$ cat config.mk
export PLATFORM = sky130hd
export DESIGN_NAME = acc_dump_sat_flat
export DESIGN_NICKNAME = d
export VERILOG_FILES = /design/src/rtl/acc_dump_sat_if.sv /design/src/rtl/acc_dump_sat.sv /design/src/flat_wrapper.sv
export SDC_FILE = /design/constraint.sdc
export NUM_CORES = 1
export LEC_CHECK = 0
export CORE_ASPECT_RATIO = 2
export CORE_MARGIN = 3
export CORE_UTILIZATION = 44
export CTS_BUF_LIST = sky130_fd_sc_hd__clkbuf_2
export CTS_CLUSTER_SIZE = 24
export DETAILED_ROUTE_END_ITERATION = 16
export GPL_ROUTABILITY_DRIVEN = 0
export PLACE_DENSITY = 0.7
export SYNTH_ARGS = -nofsm -noshare
export SYNTH_HDL_FRONTEND = slang
export SYNTH_SLANG_ARGS = --single-unit
export TNS_END_PERCENT = 5
$ cat constraint.sdc
create_clock -name i_clk -period 2.3 [get_ports i_clk]
set_input_delay 0.23 -clock i_clk [delete_from_list [all_inputs] [get_ports i_clk]]
set_output_delay 0.23 -clock i_clk [all_outputs]
set_load 0.03 [all_outputs]
$ cat src/rtl/acc_dump_sat_if.sv
// Stream bundle for the accumulate-and-dump stage: sample/flush inputs and frame-result outputs.
// master drives samples and receives results; slave is the accumulator side.
interface acc_dump_sat_if #(
    parameter int unsigned IN_W  = 13,
    parameter int unsigned OUT_W = 16,
    parameter int unsigned LEN_W = 5
);

    logic [IN_W-1:0]  i_data;
    logic             i_valid;
    logic             i_flush;
    logic [OUT_W-1:0] o_data;
    logic             o_valid;
    logic [LEN_W-1:0] o_len;
    logic             o_sat;

    modport master (
        output i_data,
        output i_valid,
        output i_flush,
        input  o_data,
        input  o_valid,
        input  o_len,
        input  o_sat
    );

    modport slave (
        input  i_data,
        input  i_valid,
        input  i_flush,
        output o_data,
        output o_valid,
        output o_len,
        output o_sat
    );

endinterface

$ cat src/rtl/acc_dump_sat.sv
// Accumulate-and-dump: integrates signed samples over a frame (or until flush), then emits the
// round-half-up rescaled, saturated sum with a single-cycle strobe. No backpressure.
module acc_dump_sat #(
    parameter int unsigned IN_W      = 13,
    parameter int unsigned ACC_W     = 20,
    parameter int unsigned FRAME_LEN = 16,
    parameter int unsigned SHIFT     = 4,
    parameter int unsigned OUT_W     = 16,
    parameter int unsigned LEN_W     = $clog2(FRAME_LEN + 1)
) (
    input logic           i_clk,
    input logic           i_rst,
    acc_dump_sat_if.slave bus
);

    localparam int unsigned CNT_W = $clog2(FRAME_LEN);

    // Saturation bounds held at the rounding width so comparisons stay signed and exact.
    localparam logic signed [ACC_W:0] SAT_HI = {{(ACC_W - OUT_W + 2){1'b0}}, {(OUT_W - 1){1'b1}}};
    localparam logic signed [ACC_W:0] SAT_LO = {{(ACC_W - OUT_W + 2){1'b1}}, {(OUT_W - 1){1'b0}}};

    if (ACC_W < IN_W + $clog2(FRAME_LEN)) begin : g_bad_acc_w
        $error("acc_dump_sat: ACC_W too small for IN_W and FRAME_LEN");
    end
    if (FRAME_LEN < 2) begin : g_bad_frame_len
        $error("acc_dump_sat: FRAME_LEN must be at least 2");
    end
    if (SHIFT >= ACC_W) begin : g_bad_shift
        $error("acc_dump_sat: SHIFT must be below ACC_W");
    end
    if (OUT_W > ACC_W || OUT_W < 2) begin : g_bad_out_w
        $error("acc_dump_sat: OUT_W must be in 2..ACC_W");
    end

    // Accumulation state
    logic signed [ACC_W-1:0] acc_q, acc_d;
    logic        [CNT_W-1:0] cnt_q, cnt_d;
    logic signed [ACC_W-1:0] dreg_q, dreg_d;
    logic        [LEN_W-1:0] dlen_q, dlen_d;
    logic                    dpend_q, dpend_d;

    // Output registers
    logic        [OUT_W-1:0] o_data_q, o_data_d;
    logic        [LEN_W-1:0] o_len_q, o_len_d;
    logic                    o_sat_q, o_sat_d;
    logic                    o_valid_q, o_valid_d;

    logic signed [ACC_W-1:0] din_ext;
    logic signed [ACC_W-1:0] nxt;
    logic        [LEN_W-1:0] nlen;
    logic                    last;
    logic                    dump;

    logic signed [ACC_W:0]   dreg_x;
    logic signed [ACC_W:0]   rnd;
    logic signed [ACC_W:0]   sat_val;
    logic                    clamp;

    always_comb begin
        din_ext = {{(ACC_W - IN_W){bus.i_data[IN_W-1]}}, bus.i_data};
        nxt     = bus.i_valid ? acc_q + din_ext : acc_q;
        nlen    = LEN_W'(cnt_q) + LEN_W'(bus.i_valid);
        last    = bus.i_valid && (cnt_q == CNT_W'(FRAME_LEN - 1));
        // A flush on an empty frame has nothing to report and is dropped.
        dump    = last || (bus.i_flush && (nlen != '0));
    end

    always_comb begin
        acc_d   = nxt;
        cnt_d   = CNT_W'(nlen);
        dreg_d  = dreg_q;
        dlen_d  = dlen_q;
        dpend_d = 1'b0;
        if (dump) begin
            dreg_d  = nxt;
            dlen_d  = nlen;
            dpend_d = 1'b1;
            acc_d   = '0;
            cnt_d   = '0;
        end
    end

    assign dreg_x = signed'({dreg_q[ACC_W-1], dreg_q});

    if (SHIFT == 0) begin : g_no_round
        assign rnd = dreg_x;
    end else begin : g_round
        localparam logic signed [ACC_W:0] BIAS = (ACC_W + 1)'(1) << (SHIFT - 1);
        assign rnd = (dreg_x + BIAS) >>> SHIFT;
    end

    always_comb begin
        sat_val = rnd;
        clamp   = 1'b0;
        if (rnd > SAT_HI) begin
            sat_val = SAT_HI;
            clamp   = 1'b1;
        end else if (rnd < SAT_LO) begin
            sat_val = SAT_LO;
            clamp   = 1'b1;
        end
    end

    always_comb begin
        o_valid_d = dpend_q;
        o_data_d  = o_data_q;
        o_len_d   = o_len_q;
        o_sat_d   = o_sat_q;
        if (dpend_q) begin
            o_data_d = OUT_W'(sat_val);
            o_len_d  = dlen_q;
            o_sat_d  = clamp;
        end
    end

    always_ff @(posedge i_clk) begin
        if (i_rst) begin
            acc_q     <= '0;
            cnt_q     <= '0;
            dreg_q    <= '0;
            dlen_q    <= '0;
            dpend_q   <= 1'b0;
            o_data_q  <= '0;
            o_len_q   <= '0;
            o_sat_q   <= 1'b0;
            o_valid_q <= 1'b0;
        end else begin
            acc_q     <= acc_d;
            cnt_q     <= cnt_d;
            dreg_q    <= dreg_d;
            dlen_q    <= dlen_d;
            dpend_q   <= dpend_d;
            o_data_q  <= o_data_d;
            o_len_q   <= o_len_d;
            o_sat_q   <= o_sat_d;
            o_valid_q <= o_valid_d;
        end
    end

    assign bus.o_data  = o_data_q;
    assign bus.o_len   = o_len_q;
    assign bus.o_sat   = o_sat_q;
    assign bus.o_valid = o_valid_q;

endmodule

$ cat src/flat_wrapper.sv
// flat-port wrapper written by rule: the top's interface ports become plain ports
module acc_dump_sat_flat 
#(
    parameter int unsigned IN_W      = 13,
    parameter int unsigned ACC_W     = 20,
    parameter int unsigned FRAME_LEN = 16,
    parameter int unsigned SHIFT     = 4,
    parameter int unsigned OUT_W     = 16,
    parameter int unsigned LEN_W     = $clog2(FRAME_LEN + 1)
)
  (i_clk, i_rst, bus_i_data, bus_i_valid, bus_i_flush, bus_o_data, bus_o_valid, bus_o_len, bus_o_sat);
  acc_dump_sat_if #(.IN_W(IN_W), .OUT_W(OUT_W), .LEN_W(LEN_W)) bus_i ();
  input logic i_clk;
  input logic i_rst;
  input wire logic [$bits(bus_i.i_data)-1:0] bus_i_data;
  input wire logic [$bits(bus_i.i_valid)-1:0] bus_i_valid;
  input wire logic [$bits(bus_i.i_flush)-1:0] bus_i_flush;
  output wire logic [$bits(bus_i.o_data)-1:0] bus_o_data;
  output wire logic [$bits(bus_i.o_valid)-1:0] bus_o_valid;
  output wire logic [$bits(bus_i.o_len)-1:0] bus_o_len;
  output wire logic [$bits(bus_i.o_sat)-1:0] bus_o_sat;
  assign bus_i.i_data = bus_i_data;
  assign bus_i.i_valid = bus_i_valid;
  assign bus_i.i_flush = bus_i_flush;
  assign bus_o_data = bus_i.o_data;
  assign bus_o_valid = bus_i.o_valid;
  assign bus_o_len = bus_i.o_len;
  assign bus_o_sat = bus_i.o_sat;
  acc_dump_sat #(.IN_W(IN_W), .ACC_W(ACC_W), .FRAME_LEN(FRAME_LEN), .SHIFT(SHIFT), .OUT_W(OUT_W), .LEN_W(LEN_W)) u_core (.i_clk(i_clk), .i_rst(i_rst), .bus(bus_i));
endmodule
==> results of run 1 <==
-- layer usage --
layer  part of all wire  routed length (um)
met1               0.38                3320
met2               0.56                4980
met3              0.032                 285
met4              0.030                 265
met5                  0                   0
-- per-stage QoR --
step                      hold slack, ns  utilization
after detailed placement           0.471        0.549
after global placement             0.460        0.549
final                              0.485        0.573
after CTS                          0.462        0.568
after global routing               0.505        0.573
after floorplan                    0.460            -
-- cells in the mapped netlist (all sizes together) (2+ instances only) --
master and instances:
nor2 77, dfxtp 70, a211oi 40, a21oi 22, ha 22, nand2 22, clkbuf 20, mux2i 20
xnor2 17, o21ai 16, nand3 13, nand4 13, xor2 11, inv 10, a21o 7, buf 5
nor3 5, nor2b 4, o21a 4, or3 4, a41oi 3, and2 3, and4 3, nand2b 3
o211ai 3, and3 2, o21bai 2, o2bb2ai 2
-- power by group through the flow --
stage	clock network (mW)	registers, mW	logic, mW
final	0.786	1.43	1.01
after global routing	0.855	1.45	1.11
after CTS	0.800	1.43	0.986
after detailed placement	0	1.45	0.974
after global placement	0	1.45	0.954
after floorplan	0	1.47	0.599
-- state kept, by name (all words and copies together), names as in the netlist, named ones only --
| register | count |
|---|---|
| u_core.bus.o_sat | 1 |
| u_core.dlen_q | 5 |
| u_core.cnt_q | 4 |
| u_core.bus.o_valid | 1 |
| u_core.acc_q | 17 |
| u_core.dpend_q | 1 |
| u_core.dreg_q | 17 |
| u_core.bus.o_len | 5 |
| u_core.bus.o_data | 16 |
-- cell type report --
class                           count  area [um^2]
Antenna cell                        1         2.50
Clock buffer                       10         50.0
Tap cell                           98          123
Clock inverter                      6         76.3
Inverter                           10         37.5
Sequential cell                    70         1400
Fill cell                         794         3560
Multi-Input combinational cell    334         2280
Timing Repair Buffer               92          813
-- worst min path at each step --
| stage | slack [ns] | end | start |
|---|---|---|---|
| finish | 0.48 | flip-flop | bus_i_data[0] |
| global route | 0.51 | flip-flop | bus_i_data[0] |
| CTS | 0.46 | flip-flop | bus_i_data[0] |
| detailed placement | 0.47 | u_core.bus.o_data[15] | u_core.bus.o_data[15] |
| global placement | 0.46 | u_core.bus.o_data[15] | u_core.bus.o_data[15] |
| floorplan | 0.46 | u_core.dlen_q[0] | u_core.dlen_q[0] |
-- kinds of logic after synthesis --
logic type,after synthesis,share of synthesized area
fa+ha+maj,23,0.0781
mux,20,0.0529
buf+inv,35,0.0407
flops,70,0.371
xor+xnor,28,0.0649
compound gates,110,0.206
simple gates,153,0.187
-- tightest hold or removal path: cells and delay by family --
kind	cells	cell delay [ns]
adders and majority gates	1	0.13
buffers and inverters	1	0.51
muxes	1	0.05
and+or+nand+nor	1	0.07
-- repair_timing --
item                                    CTS  global route
endpoints found under the setup margin    8            22
setup buffers                             2             1
pin swaps                                 8             7
resized for setup                         4             8
==> flow_summary.toml, run 1 <==
[setup_path]
crit_type = "flip-flop to flip-flop"
path_delay_family = "compound AO/OA/AOI/OAI gates"
endpoint = "u_core.dreg_q[16]"
reg2reg_depth = 8
worstPathCellList = "ha_4 > fa_2 > a21o_2 > nand4_1 > a211oi_2 > o41a_1 > o311a_1 > a211oi_2"
start_kind = "flip-flop"
worst-path-buf-inv = 0
worst-endpoint-arrival_ns = 2.84
crit_slowest_cell = "o41a_1"
cp_num_cells = 8
cp-end-kind = "flip-flop"
cp_common_cell = "a211oi_2"
critical_path.max_stage_delay_ns = 0.45
cp.required_ns = 2.75
r2r_setup_slack_ns = -0.09
cp_max_fo = 4
worstReg2RegEnd = "u_core.dreg_q[16]"

[global_route]
grt_max_degree = 27
overflow = 0
grt_pass1_wl_um = 14500
met3_usage = 0.0360
grt-busiest-layer = "met2"
met2_usage = 0.350
antenna_found_initial = 1
grt_usage = 0.185
grt_pass1_vias = 3340
grt_use_met1 = 0.186

[timing]
slew-limit-headroom = 0.640
worstMarginPinSlew_ns = 0.539
slew_violations = 0
layout_min_cycle_time_ns = 2.39
setup_viol = 8
finClkSkew_ns = 0.0254
setup_slack_ns = -0.0887
timing.final.crit_share = 1.04
rsz0062_at_grt = "yes"
fmax_mhz = 419
setup_tns_ns = -0.350
finalHoldViolCount = 0

[floorplan]
die_area_mm2 = 0.00981
die_x_um = 71.6
rows = 47
start_util = 0.453
die_y_um = 137
ios = 40
core_area_mm2 = 0.00835

[logic_synthesis]
syn_avg_cell_area_um2 = 8.61
synth_nets = 479
synth-seq-cells = 70
ys.flop_type = "dfxtp_1"
syn_inst = 439
synth_edf_count = 0
synth_area_leader_cell = "dfxtp_1"
yosys_warnings = 0
synth-seq-area-share = 0.371
syn_area_mm2 = 0.00378
synthArstFlopShare = 0
post_synth_num_cell_types = 53
synth.area.top_cells = "dfxtp_1 37%, nor2_1 7.6%, a211oi_1 7.5%"
yosys.area.top_type_share = 0.371

[drt]
drc = 0
wire_per_inst_um = 14.2
dr_total_vias = 3467
via_per_inst = 5.58
totalWireLength_um = 8850
final_antenna_net_count = 0
first_pass_iters = 5
drt_iter0_drc = 141

[placed_design]
dpl_worst_slack_ns = -0.521
dp_cells = 601
dpl_cell_area_mm2 = 0.00459
io_buffers = 39
dp_hpwl_um = 6740

[final_layout]
final_cell_area_mm2 = 0.00479
num-nets-final = 557
area_delta_synth_final_pct = 26.6
drive_above_1_share = 0.163
stdcell_count = 621
layout_commonest_cell = "nor2_1"
most-common-layout-cells = "77 x nor2_1, 69 x dfxtp_1, 51 x buf_4"

[clock_tree]
ctsHoldBuffers = 0
cts_buffers = 9
htree_levels = 3
cts_num_sinks = 70
cts_tree = "yes"
clk_pin_slew_ns = 0.20
insertion_delay_ns = 0.52
cts_buffer_depth = 2
clockRootBuffer = "clkbuf_2"

[status]
status = "complete, but fails checks"
violations = "setup timing"

[min_path]
whs_path_depth = 4
hp-class = "primary input to flip-flop"

[pwr]
cellPowerDensity_mw_per_mm2 = 672
p_int_mw = 2.17
p_seq_frac = 0.443
p_sw_mw = 1.05
irDropWorstVdd_mv = 0.350
p_clk_frac = 0.244
total_leakage_power_nw = 1.92
power_frac_comb = 0.312
swShare = 0.327
power_mw = 3.22

[flow_run]
drv_cap = 0
(Power assumes the default switching activity.)
==> inputs of run 2 (changes only) <==
- CELL_PAD_IN_SITES_DETAIL_PLACEMENT: not set -> 0
- CELL_PAD_IN_SITES_GLOBAL_PLACEMENT: not set -> 1
- CORE_UTILIZATION: 44 -> 40
- GPL_TIMING_DRIVEN: not set -> 0
- PLACE_DENSITY: 0.7 -> 0.84
==> run 2 against run 1 <==
The flow still finishes with violations (setup timing). Combinational power shrank 10%. Register-to-register slack worse by 0.09 ns. Setup slack got worse by 0.087 ns. Power up 1.0%. Sequential cell count stayed put. Via count decreased by 5.4%. Routed wire length grew 3.0%. Final cell count decreased by 4.0%. Critical path type unchanged. Critical endpoint is now u_core.dreg_q[18]. Largest cell class unchanged.
==> flow_summary.toml, run 2 (synthesized netlist as in run 1, its figures left out) <==
[final_layout]
seq_area_mm2 = 0.00140
num-fill-cells = 894
drive_above_1_share = 0.0913
most-common-layout-cells = "77 x nor2_1, 69 x dfxtp_1, 37 x clkdlybuf4s50_1"
multi_input_comb_area_mm2 = 0.00229
stdcell_count = 596
layout_commonest_cell = "nor2_1"
final_util = 0.499
num-nets-final = 529
area_delta_synth_final_pct = 19.8
final_cell_area_mm2 = 0.00453

[timing]
rsz0062_at_grt = "yes"
worstMarginPinSlew_ns = 0.784
slew-limit-headroom = 0.477
timing.final.crit_share = 1.08
finClkSkew_ns = 0.0181
slew_violations = 0
fmax_mhz = 404
setup_slack_ns = -0.176
finalHoldViolCount = 0
setup_viol = 8
setup_tns_ns = -0.912
layout_min_cycle_time_ns = 2.48

[drt]
via_per_inst = 5.51
dr_total_vias = 3281
final_antenna_net_count = 0
first_pass_iters = 4
drc = 0
wire_per_inst_um = 15.3
totalWireLength_um = 9110
drt_iter0_drc = 97

[placed_design]
dp_hpwl_um = 7290
io_buffers = 38
dp_cells = 579
dpl_cell_area_mm2 = 0.00429

[setup_path]
worstPathCellList = "ha_4 > fa_2 > a21o_2 > nand4_1 > a211oi_2 > o41a_1 > o22ai_1 > xor2_1 > o21ai_0"
start_kind = "flip-flop"
crit_slowest_cell = "o41a_1"
cp_max_fo = 4
cp.required_ns = 2.72
critical_path.max_stage_delay_ns = 0.47
worst-endpoint-arrival_ns = 2.89
crit_type = "flip-flop to flip-flop"
cp-end-kind = "flip-flop"

[clock_tree]
cts_num_sinks = 70
clk_pin_slew_ns = 0.20
cts_buffers = 9
ctsHoldBuffers = 0
htree_levels = 3
cts_tree = "yes"
insertion_delay_ns = 0.52
clockRootBuffer = "clkbuf_2"
cts_buffer_depth = 2

[global_route]
grt_max_degree = 13
grt-busiest-layer = "met2"
grt_use_met1 = 0.179
grt_usage = 0.181
antenna_found_initial = 1
grt_pass1_vias = 3319
met2_usage = 0.345
grt_pass1_wl_um = 14900
met3_usage = 0.0350
overflow = 0

[floorplan]
rows = 49
start_util = 0.417
die_area_mm2 = 0.0107
die_y_um = 143
die_x_um = 74.8
ios = 40
core_area_mm2 = 0.00907

[status]
violations = "setup timing"
status = "complete, but fails checks"

[pwr]
irDropWorstVdd_mv = 0.315
cellPowerDensity_mw_per_mm2 = 718
total_leakage_power_nw = 1.73
power_mw = 3.25

[flow_run]
drv_cap = 0

[min_path]
hp-class = "primary input to flip-flop"
## run 2: area by class of cell
type	count	share of cell area
Timing Repair Buffer	39	0.0854
Inverter	10	0.00829
Tap cell	102	0.0282
Antenna cell	1	0.000553
Clock buffer	9	0.00995
Multi-Input combinational cell	334	0.506
Buffer	25	0.0268
Sequential cell	70	0.310
Clock inverter	6	0.0246
## run 2: final timing paths
check | from | endpoint | slack (ns) | depth (start not counted)
hold / removal | i_rst | u_core.bus.o_valid | 0.10 | 2
setup reg to reg | flip-flop | u_core.dreg_q[18] | -0.18 | 9
setup / recovery | flip-flop | u_core.dreg_q[18] | -0.18 | 9
hold reg to reg | u_core.bus.o_data[15] | u_core.bus.o_data[15] | 0.48 | 2
## run 2: repair_timing
action,4_1_cts,5_1_grt
pin swaps,14,1
setup buffers,1,0
endpoints found under the setup margin,33,33
gates resized for setup,12,9
## run 2: per-stage QoR
stage	hold slack [ns]	setup slack, ns
2_1_floorplan	0.460	0.0247
3_3_place_gp	0.460	-0.733
3_5_place_dp	0.458	-0.757
4_1_cts	0.0542	-0.200
5_1_grt	0.124	-0.260
6_report	0.104	-0.176
## run 2: critical path: cells and delay by family (launching register included)
family	cells	cell delay, ns
compound gates	5	1.09
fa+ha+maj	2	0.53
flops	1	0.38
xor+xnor	1	0.23
simple gates	1	0.14
## run 2: where the power goes
part	total [mW]	switching, mW	internal [mW]
registers	1.42	0.0865	1.33
logic	0.909	0.523	0.385
clock network	0.927	0.464	0.462
total	3.25	1.07	2.18
## run 2: metal layers
metal,routed length [um],share of wire,vias up
met5,0,0,-
met4,259,0.028,0
met3,272,0.030,16
met2,5200,0.57,61
met1,3370,0.37,1524
li1,-,-,1680
